[src/rtl/gpu_pkg.sv]
// Shared rasterizer types and constants: draw-op record, FSM states,
// screen geometry and the magenta colour key.
package gpu_pkg;

  localparam int HOR_ACTIVE_PIXELS = 640;
  localparam int VER_ACTIVE_PIXELS = 480;
  localparam int FB_ADDR_WIDTH     = $clog2(HOR_ACTIVE_PIXELS * VER_ACTIVE_PIXELS);
  localparam int SPRITE_ADDR_WIDTH = 16;
  localparam int COLOR_WIDTH       = 12;
  localparam int COORD_WIDTH       = 11;

  localparam logic [COLOR_WIDTH-1:0] TRANSPARENT_COLOR = 12'hF0F;

  typedef struct packed {
    logic [COORD_WIDTH-1:0]       x;
    logic [COORD_WIDTH-1:0]       y;
    logic [COORD_WIDTH-1:0]       width;
    logic [COORD_WIDTH-1:0]       height;
    logic [COLOR_WIDTH-1:0]       color;
    logic                         mem_en;
    logic [SPRITE_ADDR_WIDTH-1:0] mem_addr;
    logic                         scale;
  } gpu_op_t;

  typedef enum logic [1:0] {
    ST_IDLE,
    ST_SCAN,
    ST_DRAIN
  } gpu_state_t;

  // Starting row base for a rectangle; a constant-coefficient product
  // evaluated once per op, the per-row stepping is purely additive.
  function automatic logic [FB_ADDR_WIDTH-1:0] row_offset(input logic [COORD_WIDTH-1:0] y);
    return FB_ADDR_WIDTH'(y) * FB_ADDR_WIDTH'(HOR_ACTIVE_PIXELS);
  endfunction

endpackage

[src/rtl/gpu_rasterizer_if.sv]
// Op handshake, sprite ROM and framebuffer write bus of the rasterizer.
// master: cpu/memory side, slave: the rasterizer.
interface gpu_rasterizer_if;
  import gpu_pkg::*;

  gpu_op_t                      op;
  logic                         op_valid;
  logic                         op_ready;
  logic [SPRITE_ADDR_WIDTH-1:0] rom_addr;
  logic [COLOR_WIDTH-1:0]       rom_data;
  logic [FB_ADDR_WIDTH-1:0]     fb_addr;
  logic [COLOR_WIDTH-1:0]       fb_data;
  logic                         fb_we;

  modport master (
    output op, op_valid, rom_data,
    input  op_ready, rom_addr, fb_addr, fb_data, fb_we
  );

  modport slave (
    input  op, op_valid, rom_data,
    output op_ready, rom_addr, fb_addr, fb_data, fb_we
  );

endinterface

[src/rtl/gpu_raster_scan.sv]
// Raster walker: dx/dy counters, framebuffer row base and sprite row base
// accumulators. Holds on the last pixel so rom_addr stays stable afterwards.
module gpu_raster_scan
  import gpu_pkg::*;
(
  input  logic                         clk,
  input  logic                         rst,
  input  logic                         start,
  input  logic                         step,
  input  logic [COORD_WIDTH-1:0]       op_x,
  input  logic [COORD_WIDTH-1:0]       op_y,
  input  logic [COORD_WIDTH-1:0]       op_w,
  input  logic [COORD_WIDTH-1:0]       op_h,
  input  logic                         op_scale,
  input  logic [SPRITE_ADDR_WIDTH-1:0] op_mem_addr,
  output logic [COORD_WIDTH:0]         px,
  output logic [COORD_WIDTH:0]         py,
  output logic [FB_ADDR_WIDTH-1:0]     pix_addr,
  output logic [SPRITE_ADDR_WIDTH-1:0] rom_addr,
  output logic                         last
);

  logic [COORD_WIDTH-1:0]       x, y, w, h, stride, dx, dy;
  logic                         scale;
  logic [FB_ADDR_WIDTH-1:0]     row_base;
  logic [SPRITE_ADDR_WIDTH-1:0] srow;
  logic                         row_end;

  assign row_end = (dx == w - 11'd1);

  // Load op geometry on start, then walk dx inner / dy outer one pixel per step.
  always_ff @(posedge clk or posedge rst) begin
    if (rst) begin
      x        <= '0;
      y        <= '0;
      w        <= '0;
      h        <= '0;
      scale    <= 1'b0;
      stride   <= '0;
      dx       <= '0;
      dy       <= '0;
      row_base <= '0;
      srow     <= '0;
    end else if (start) begin
      x        <= op_x;
      y        <= op_y;
      w        <= op_w;
      h        <= op_h;
      scale    <= op_scale;
      stride   <= op_w >> op_scale;
      dx       <= '0;
      dy       <= '0;
      row_base <= row_offset(op_y);
      srow     <= op_mem_addr;
    end else if (step) begin
      if (row_end) begin
        dx       <= '0;
        dy       <= dy + 11'd1;
        row_base <= row_base + FB_ADDR_WIDTH'(HOR_ACTIVE_PIXELS);
        // With 2x upscale each sprite row is shown twice, so advance every other row.
        if (!scale || dy[0]) srow <= srow + {5'b0, stride};
      end else begin
        dx <= dx + 11'd1;
      end
    end
  end

  assign px       = {1'b0, x} + {1'b0, dx};
  assign py       = {1'b0, y} + {1'b0, dy};
  assign pix_addr = row_base + FB_ADDR_WIDTH'(px);
  assign rom_addr = srow + {5'b0, (dx >> scale)};
  assign last     = row_end && (dy == h - 11'd1);

endmodule

[src/rtl/gpu_rasterizer.sv]
// Draw-op rasterizer: handshake FSM, clipping and the 2-stage output pipeline
// feeding the back framebuffer. Optional macro GPU_TRANSPARENCY_EN suppresses
// writes of magenta-keyed sprite texels.
module gpu_rasterizer
  import gpu_pkg::*;
(
  input  logic            clk,
  input  logic            rst,
  gpu_rasterizer_if.slave bus
);

  gpu_state_t             state;
  logic                   drain_cnt;
  logic [COLOR_WIDTH-1:0] op_color;
  logic                   op_mem_en;

  logic                     accept, nonzero, start, step, keyed;
  logic [COORD_WIDTH:0]     px, py;
  logic [FB_ADDR_WIDTH-1:0] pix_addr;
  logic                     last;

  logic                     s1_valid, s1_clip;
  logic [FB_ADDR_WIDTH-1:0] s1_addr;

  assign accept  = bus.op_valid && bus.op_ready;
  assign nonzero = (bus.op.width != '0) && (bus.op.height != '0);
  assign start   = accept && nonzero;
  assign step    = (state == ST_SCAN) && !last;

  gpu_raster_scan u_scan (
    .clk        (clk),
    .rst        (rst),
    .start      (start),
    .step       (step),
    .op_x       (bus.op.x),
    .op_y       (bus.op.y),
    .op_w       (bus.op.width),
    .op_h       (bus.op.height),
    .op_scale   (bus.op.scale),
    .op_mem_addr(bus.op.mem_addr),
    .px         (px),
    .py         (py),
    .pix_addr   (pix_addr),
    .rom_addr   (bus.rom_addr),
    .last       (last)
  );

  // Handshake FSM; drain_cnt covers the two pipeline stages after the last slot.
  always_ff @(posedge clk or posedge rst) begin
    if (rst) begin
      state        <= ST_IDLE;
      bus.op_ready <= 1'b1;
      drain_cnt    <= 1'b0;
      op_color     <= '0;
      op_mem_en    <= 1'b0;
    end else begin
      case (state)
        ST_IDLE: if (accept) begin
          op_color     <= bus.op.color;
          op_mem_en    <= bus.op.mem_en;
          bus.op_ready <= 1'b0;
          drain_cnt    <= 1'b1;
          state        <= nonzero ? ST_SCAN : ST_DRAIN;
        end
        ST_SCAN: if (last) state <= ST_DRAIN;
        ST_DRAIN: begin
          if (drain_cnt == 1'b0) begin
            state        <= ST_IDLE;
            bus.op_ready <= 1'b1;
          end else begin
            drain_cnt <= drain_cnt - 1'b1;
          end
        end
        default: state <= ST_IDLE;
      endcase
    end
  end

  // Stage 1: issue slot, clip flag and target address; ROM read is in flight.
  always_ff @(posedge clk or posedge rst) begin
    if (rst) begin
      s1_valid <= 1'b0;
      s1_clip  <= 1'b0;
      s1_addr  <= '0;
    end else begin
      s1_valid <= (state == ST_SCAN);
      s1_clip  <= (px >= 12'(HOR_ACTIVE_PIXELS)) || (py >= 12'(VER_ACTIVE_PIXELS));
      s1_addr  <= pix_addr;
    end
  end

`ifdef GPU_TRANSPARENCY_EN
  assign keyed = op_mem_en && (bus.rom_data == TRANSPARENT_COLOR);
`else
  assign keyed = 1'b0;
`endif

  // Stage 2: framebuffer address, data and strobe registered together.
  always_ff @(posedge clk or posedge rst) begin
    if (rst) begin
      bus.fb_we   <= 1'b0;
      bus.fb_addr <= '0;
      bus.fb_data <= '0;
    end else begin
      bus.fb_we <= s1_valid && !s1_clip && !keyed;
      if (s1_valid) begin
        bus.fb_addr <= s1_addr;
        bus.fb_data <= op_mem_en ? bus.rom_data : op_color;
      end
    end
  end

endmodule

[src/flat_wrapper.sv]
// flat-port wrapper written by rule: the top's interface ports become plain ports
module gpu_rasterizer_flat import gpu_pkg::*;
  (clk, rst, bus_op, bus_op_valid, bus_rom_data, bus_op_ready, bus_rom_addr, bus_fb_addr, bus_fb_data, bus_fb_we);
  gpu_rasterizer_if bus_i ();
  input  logic clk;
  input  logic rst;
  input wire logic [$bits(bus_i.op)-1:0] bus_op;
  input wire logic [$bits(bus_i.op_valid)-1:0] bus_op_valid;
  input wire logic [$bits(bus_i.rom_data)-1:0] bus_rom_data;
  output wire logic [$bits(bus_i.op_ready)-1:0] bus_op_ready;
  output wire logic [$bits(bus_i.rom_addr)-1:0] bus_rom_addr;
  output wire logic [$bits(bus_i.fb_addr)-1:0] bus_fb_addr;
  output wire logic [$bits(bus_i.fb_data)-1:0] bus_fb_data;
  output wire logic [$bits(bus_i.fb_we)-1:0] bus_fb_we;
  assign bus_i.op = bus_op;
  assign bus_i.op_valid = bus_op_valid;
  assign bus_i.rom_data = bus_rom_data;
  assign bus_op_ready = bus_i.op_ready;
  assign bus_rom_addr = bus_i.rom_addr;
  assign bus_fb_addr = bus_i.fb_addr;
  assign bus_fb_data = bus_i.fb_data;
  assign bus_fb_we = bus_i.fb_we;
  gpu_rasterizer u_core (.clk(clk), .rst(rst), .bus(bus_i));
endmodule
[config.mk]
export PLATFORM = sky130hd
export DESIGN_NAME = gpu_rasterizer_flat
export DESIGN_NICKNAME = d
export VERILOG_FILES = /design/src/rtl/gpu_pkg.sv /design/src/rtl/gpu_rasterizer_if.sv /design/src/rtl/gpu_raster_scan.sv /design/src/rtl/gpu_rasterizer.sv /design/src/flat_wrapper.sv
export SDC_FILE = /design/constraint.sdc
export NUM_CORES = 1
export LEC_CHECK = 0
export BUFFER_PORTS_ARGS = -buffer_cell sky130_fd_sc_hd__buf_4
export CORE_ASPECT_RATIO = 0.9
export CORE_MARGIN = 2
export CORE_UTILIZATION = 40
export CTS_BUF_LIST = sky130_fd_sc_hd__clkbuf_8
export CTS_CLUSTER_DIAMETER = 120
export DETAILED_ROUTE_END_ITERATION = 6
export GPL_TIMING_DRIVEN = 0
export PLACE_DENSITY = 0.71
export SLEW_MARGIN = 25
export SYNTH_ARGS = -nofsm -noshare
export SYNTH_HDL_FRONTEND = slang
export SYNTH_HIERARCHICAL = 1
export SYNTH_SLANG_ARGS = --single-unit
[constraint.sdc]
create_clock -name clk -period 4.8 [get_ports clk]
set_clock_uncertainty 0.2 [all_clocks]
set_input_delay 0.72 -clock clk [delete_from_list [all_inputs] [get_ports clk]]
set_output_delay 0.72 -clock clk [all_outputs]
set_load 0.02 [all_outputs]
* Word-level counts from Yosys, hierarchy flattened
Index checks and enable logic that the tools add are counted.
** Storage, ports and cells
- Input port bits :: 89
- Word-level logic and storage cells :: 93
- Register bits :: 183
- Output and inout bits :: 49
** Cells by class
- Mux-type cells :: 25
- $lt $le $gt $ge :: 2
- $mul :: 1
- Reductions and logical operators :: 24
- $add $sub $neg :: 11
- Equality and inequality tests :: 7
- Shifts and indexed selects :: 2
** Operators by type and width (count)
- 11-bit two-way mux :: 6
- 16-bit two-way mux :: 4
- 19-bit two-way mux :: 3
- 16-bit by 11-bit adder with 16-bit output :: 2
- 11-bit by 11-bit adder with 12-bit output :: 2
- 11-bit by 1-bit adder with 11-bit output, second input constant :: 2
- 11-bit == test :: 2
- 11-bit nonzero test :: 2
- 11-bit by 1-bit right shift with 11-bit output :: 2
- 11-bit by 1-bit subtractor with 11-bit output, second input constant :: 2
- 19-bit by 10-bit adder with 19-bit output, second input constant :: 1
- 19-bit by 12-bit adder with 19-bit output :: 1
- 12-bit by 10-bit greater-or-equal comparator with 1-bit output, second input constant :: 1
- 12-bit by 9-bit greater-or-equal comparator with 1-bit output, second input constant :: 1
- 11-bit by 3-bit multiplier with 12-bit output, second input constant :: 1
- 12-bit two-way mux :: 1
- 3-bit AND reduction :: 3
- 2-bit two-way mux :: 4
- 2-bit nonzero test :: 4
- 1-bit logical AND :: 6
- 2-bit case mux with 3 select lines :: 1
- 2-bit AND reduction :: 3
- 1-bit two-way mux :: 4
- 2-bit by 1-bit != test with 1-bit output, second input constant :: 2
- other kinds (8) :: 12

* Longest topological paths before layout
- Depth after elaboration :: 7
- Gate-level depth with buffers :: 18
- Mapped depth without buffers :: 18

* By module
Netlist, hierarchy kept.
** Modules (own cells, without submodules)
- gpu_raster_scan :: cells each 954, instances 1, seq. area each 2652.5 um2, area each 8559.5 um2
- gpu_rasterizer :: cells each 179, instances 1, seq. area each 1752.9 um2, area each 2637.5 um2

* Worst setup path before layout
OpenSTA, ideal clock, no wires.
- Kind :: register to register
- From :: reg u_core.u_scan.w[2]
- To :: reg u_core.u_scan.dx[10]
- Path buffers :: 2
- Library setup time :: 0.123 ns
- Setup slack :: 0.540 ns
- Required time :: 4.477 ns
- Cell stages (with the launch flop) :: 16
- Arrival time :: 3.937 ns
- Period minus slack after synthesis :: 4.260 ns
- Cell sequence :: dfrtp_1 buf_6 or4_4 or4b_2 xor2_1 o211ai_1 nand4bb_1 a2111oi_0 nor2_1 clkbuf_8 nor2_1 nor3_1 and3_1 nand3_1 xor2_1 nor2_1
** On the way
- Cells in the longest elaborated chain, start to end :: 6
- Elaborated cells between the ends (all ways) :: 9
- Classes of those cells :: add/sub (1); eq/ne (1); mux (3); reduce/logical (4)
** Ends and longest elaborated chain
- from (decl) :: RTL line gpu_raster_scan.sv:23 : logic [COORD_WIDTH-1:0] x, y, w, h, stride, dx, dy;
- from (signal assigned) :: RTL line gpu_raster_scan.sv:47 : w <= op_w;
- 11-bit by 1-bit subtractor with 11-bit output :: RTL line gpu_raster_scan.sv:29 : assign row_end = (dx == w - 11'd1);
- 11-bit == test :: RTL line gpu_raster_scan.sv:29
- 1-bit logical AND :: RTL line gpu_raster_scan.sv:72 : assign last = row_end && (dy == h - 11'd1);
- net u_core.last :: RTL line gpu_rasterizer.sv:20 : logic last;
- 1-bit zero test :: RTL line gpu_rasterizer.sv:28 : assign step = (state == ST_SCAN) && !last;
- 1-bit logical AND :: RTL line gpu_rasterizer.sv:28
- net u_core.step :: RTL line gpu_rasterizer.sv:17 : logic accept, nonzero, start, step, keyed;
- 2-bit nonzero test (no line)
- to (signal assigned) :: RTL line gpu_raster_scan.sv:63 : dx <= dx + 11'd1;
- to (decl) :: RTL line gpu_raster_scan.sv:23
The timed path passes the listed nets, and every way through them passes these cells. The select of a mux whose other input is x is not followed.
A chain may end at the register's enable or synchronous reset.

* Worst setup path after layout
- From :: reg u_core.u_scan.w[2]
- To :: reg u_core.u_scan.dy[9]
** On the way
- Cells in the longest elaborated chain, start to end :: 7
- Elaborated cells between the ends (all ways) :: 8
- Classes of those cells :: add/sub (1); eq/ne (1); reduce/logical (6)
** Ends and longest elaborated chain
- 11-bit by 1-bit subtractor with 11-bit output :: RTL line gpu_raster_scan.sv:29
- 11-bit == test :: RTL line gpu_raster_scan.sv:29
- 1-bit logical AND :: RTL line gpu_raster_scan.sv:72
- net u_core.last :: RTL line gpu_rasterizer.sv:20
- 1-bit zero test :: RTL line gpu_rasterizer.sv:28
- 1-bit logical AND :: RTL line gpu_rasterizer.sv:28
- net u_core.step :: RTL line gpu_rasterizer.sv:17
- 2-bit nonzero test (no line)
- 2-bit AND reduction (no line)
- to (signal assigned) :: RTL line gpu_raster_scan.sv:58 : dy <= dy + 11'd1;
- to (decl) :: RTL line gpu_raster_scan.sv:23
The timed path passes the listed nets, and every way through them passes these cells.

==> impl_metrics.yaml <==
floorplanning:
  core_mm2: 0.0272
  die_x_um: 180
  rows: 57
  io_pins: 138
  start_util: 0.410
  die_h_um: 162
  die-area_mm2: 0.0292
status:
  outcome: "complete, no violations"
global_routing:
  antenna_found_initial: 0
  overflow: 0
  grt_pass1_vias: 8721
  grt_usage: 0.197
  grt_max_degree: 57
  grt_pass1_wl_um: 45800
critical_path:
  worstPathRequired_ns: 5.00
  crit_fanout: 10
  cp.arrival_ns: 4.80
  worstSetupEndpointType: "flop"
  worstSetupStartpointType: "flop"
  worst-setup-path-type: "flop to flop"
sta:
  fin_setup_tns_ns: 0
  tightest_slew_ns: 0.908
  rsz0062_at_grt: "no"
  drv_slew: 0
  finalHoldViolations: 0
  finalSetupViolations: 0
  fmax_mhz: 217
  max-slew-margin-rel: 0.395
  finalCritPeriodShare: 0.959
  fin_crit_ns: 4.60
min_path:
  hp-class: "flop to flop"
clock_tree:
  clkTransAtPathRegs_ns: 0.10
  clock-sinks: 176
  clock_path_buffers: 2
  cts_buffers: 17
  root_buffer: "clkbuf_8"
  htreeDepth: 4
  clock_latency_ns: 0.47
  cts_tree: "done"
layout:
  finalNonFillerCells: 1651
  drive_above_1_share: 0.232
  syn2layout_area_growth_pct: 18.0
  layout.nets: 1451
  multi_input_area_mm2: 0.00635
  n_antenna_cell: 0
  regArea_mm2: 0.00441
  nFillCells: 2547
yosys:
  synth_cells: 1124
  ys_warn_count: 6
  synth.net_count: 1291
  syn_avg_cell_area_um2: 9.91
  syn_area_mm2: 0.0111
detailed_routing:
  routed_wl_um: 28600
  routed_via_density: 5.42
  routedWlPerCell_um: 17.3
  ant_nets: 0
  drtPass1Iterations: 5
  route.detailed.drc: 0
  drt-initial-drc-count: 642
  via_count: 8942
power:
  power_frac_clock: 0.271
  seqPwrFrac: 0.461
  p_leak_uw: 0.00584
  pwr-share-comb: 0.269
  peakVddDrop_mv: 0.157
  power.density_mw_per_mm2: 295
  power.switching_uw: 1300
  switching_share: 0.335
  p_int_uw: 2580
run:
  cap_violations: 0
placement:
  dp_hpwl_um: 22100
  port_buffers: 137
  gp_congestion: 0.900
  dpl.cell_count: 1617
==> power groups by stage <==
stage / clock (uW) / sequential (uW) / combinational [uW]
after CTS: 1080 / 1780 / 1040
after global placement: 0 / 1810 / 999
final: 1050 / 1780 / 1040
after floorplan: 0 / 1830 / 648
after detailed placement: 0 / 1810 / 1030
after global routing: 1140 / 1810 / 1150
==> routing by layer <==
metal / share of wire / vias up / global-route usage
met5: 0 / - / 0
met4: 0.023 / 0 / 0.0665
met3: 0.049 / 47 / 0.0311
met2: 0.45 / 246 / 0.306
met1: 0.48 / 4290 / 0.282
li1: - / 4359 / -
==> final cells by class <==
cell class | count | area share
multi-input cells | 857 | 0.483
flip-flops and latches | 176 | 0.335
repair buffers | 141 | 0.0837
well taps | 354 | 0.0337
plain buffers | 43 | 0.0197
clock buffers | 18 | 0.0188
inverters | 48 | 0.0143
clock inverters | 14 | 0.0113
==> flip-flops by register name (all words and copies together), names as in the netlist, 12 cells and up <==
| name | cells |
|---|---|
| u_core/bus.fb_addr | 19 |
| u_core/s1_addr | 19 |
| u_core/u_scan/srow | 16 |
| u_core/bus.fb_data | 12 |
| u_core/op_color | 12 |
| u_core/u_scan/row_base | 12 |
==> worst max-delay path, stage by stage, from the launching register on <==
cell and delay (ns):
dfrtp_1 0.38, buf_6 0.14, or4_4 0.55, or4b_2 0.69, xor2_2 0.20, o211ai_1 0.15
nand4bb_4 0.21, a2111oi_4 0.07, buf_4 0.17, nor2_1 0.13, clkbuf_8 0.18, or4b_1 0.50
or2_4 0.30, or4_1 0.51, a21oi_1 0.15
==> repair_timing <==
action | in CTS | in global routing
setup endpoints to repair | 15 | 18
gates resized for setup | 1 | 6
hold buffers | 1 | 0
buffers inserted | 0 | 1
pin swaps | 1 | 1
endpoints found under the hold margin | 14 | 0
==> layout by cell type, fill, tap and decap left out, types with 5 or more instances in the layout <==
| cell | instances |
|---|---|
| nor3_1 | 29 |
| clkbuf_1 | 19 |
| dfrtp_1 | 174 |
| buf_2 | 7 |
| mux2_2 | 72 |
| nor4_1 | 10 |
| a31oi_1 | 16 |
| o21ai_0 | 61 |
| o31ai_1 | 10 |
| a21oi_1 | 77 |
| ha_1 | 73 |
| nor2b_1 | 15 |
| o211ai_1 | 8 |
| or4_1 | 11 |
| and3_1 | 8 |
| buf_1 | 6 |
| nand3_1 | 24 |
| o21a_1 | 14 |
| mux2i_1 | 34 |
| nand2b_1 | 10 |
| buf_4 | 140 |
| nor2_1 | 95 |
| fa_1 | 5 |
| or3_1 | 12 |
| a21o_1 | 12 |
| nand2_1 | 72 |
| inv_1 | 47 |
| nand4_1 | 11 |
| xor2_1 | 29 |
| xnor2_1 | 54 |
| clkbuf_8 | 22 |
| mux2_4 | 8 |
| a211oi_1 | 7 |
==> path summary, 6_finish.rpt <==
| path | cells after the start | endpoint | slack, ns | start |
|---|---|---|---|---|
| min in group asynchronous | 3 | u_core/s1_addr[15]$_DFF_PP0_ | 0.54 | rst |
| hold reg to reg | 1 | u_core/bus.fb_we$_DFF_PP0_ | 0.23 | u_core/s1_clip$_DFF_PP0_ |
| setup reg to reg | 14 | u_core/u_scan/dy[9]$_DFFE_PP0N_ | 0.20 | u_core/u_scan/w[2]$_DFFE_PP0P_ |
| setup / recovery | 14 | u_core/u_scan/dy[9]$_DFFE_PP0N_ | 0.20 | u_core/u_scan/w[2]$_DFFE_PP0P_ |
| max in group asynchronous | 4 | u_core/u_scan/w[10]$_DFFE_PP0P_ | 3.09 | rst |
| hold / removal | 1 | u_core/bus.fb_we$_DFF_PP0_ | 0.23 | u_core/s1_clip$_DFF_PP0_ |
==> stage by stage <==
stage          worst slack (ns)   util  hold slack, ns  total power, uW  cell area (um^2)
2_1_floorplan             0.540      -           0.178             2480             11100
3_3_place_gp             -0.796  0.464           0.213             2810             12600
3_5_place_dp             -0.133  0.467           0.229             2850             12700
4_1_cts                  0.0645  0.482           0.227             3900             13100
5_1_grt                  0.0547  0.484           0.242             4090             13100
6_report                  0.197  0.484           0.230             3870             13100
Note: power is estimated with default switching activity, not from simulation.
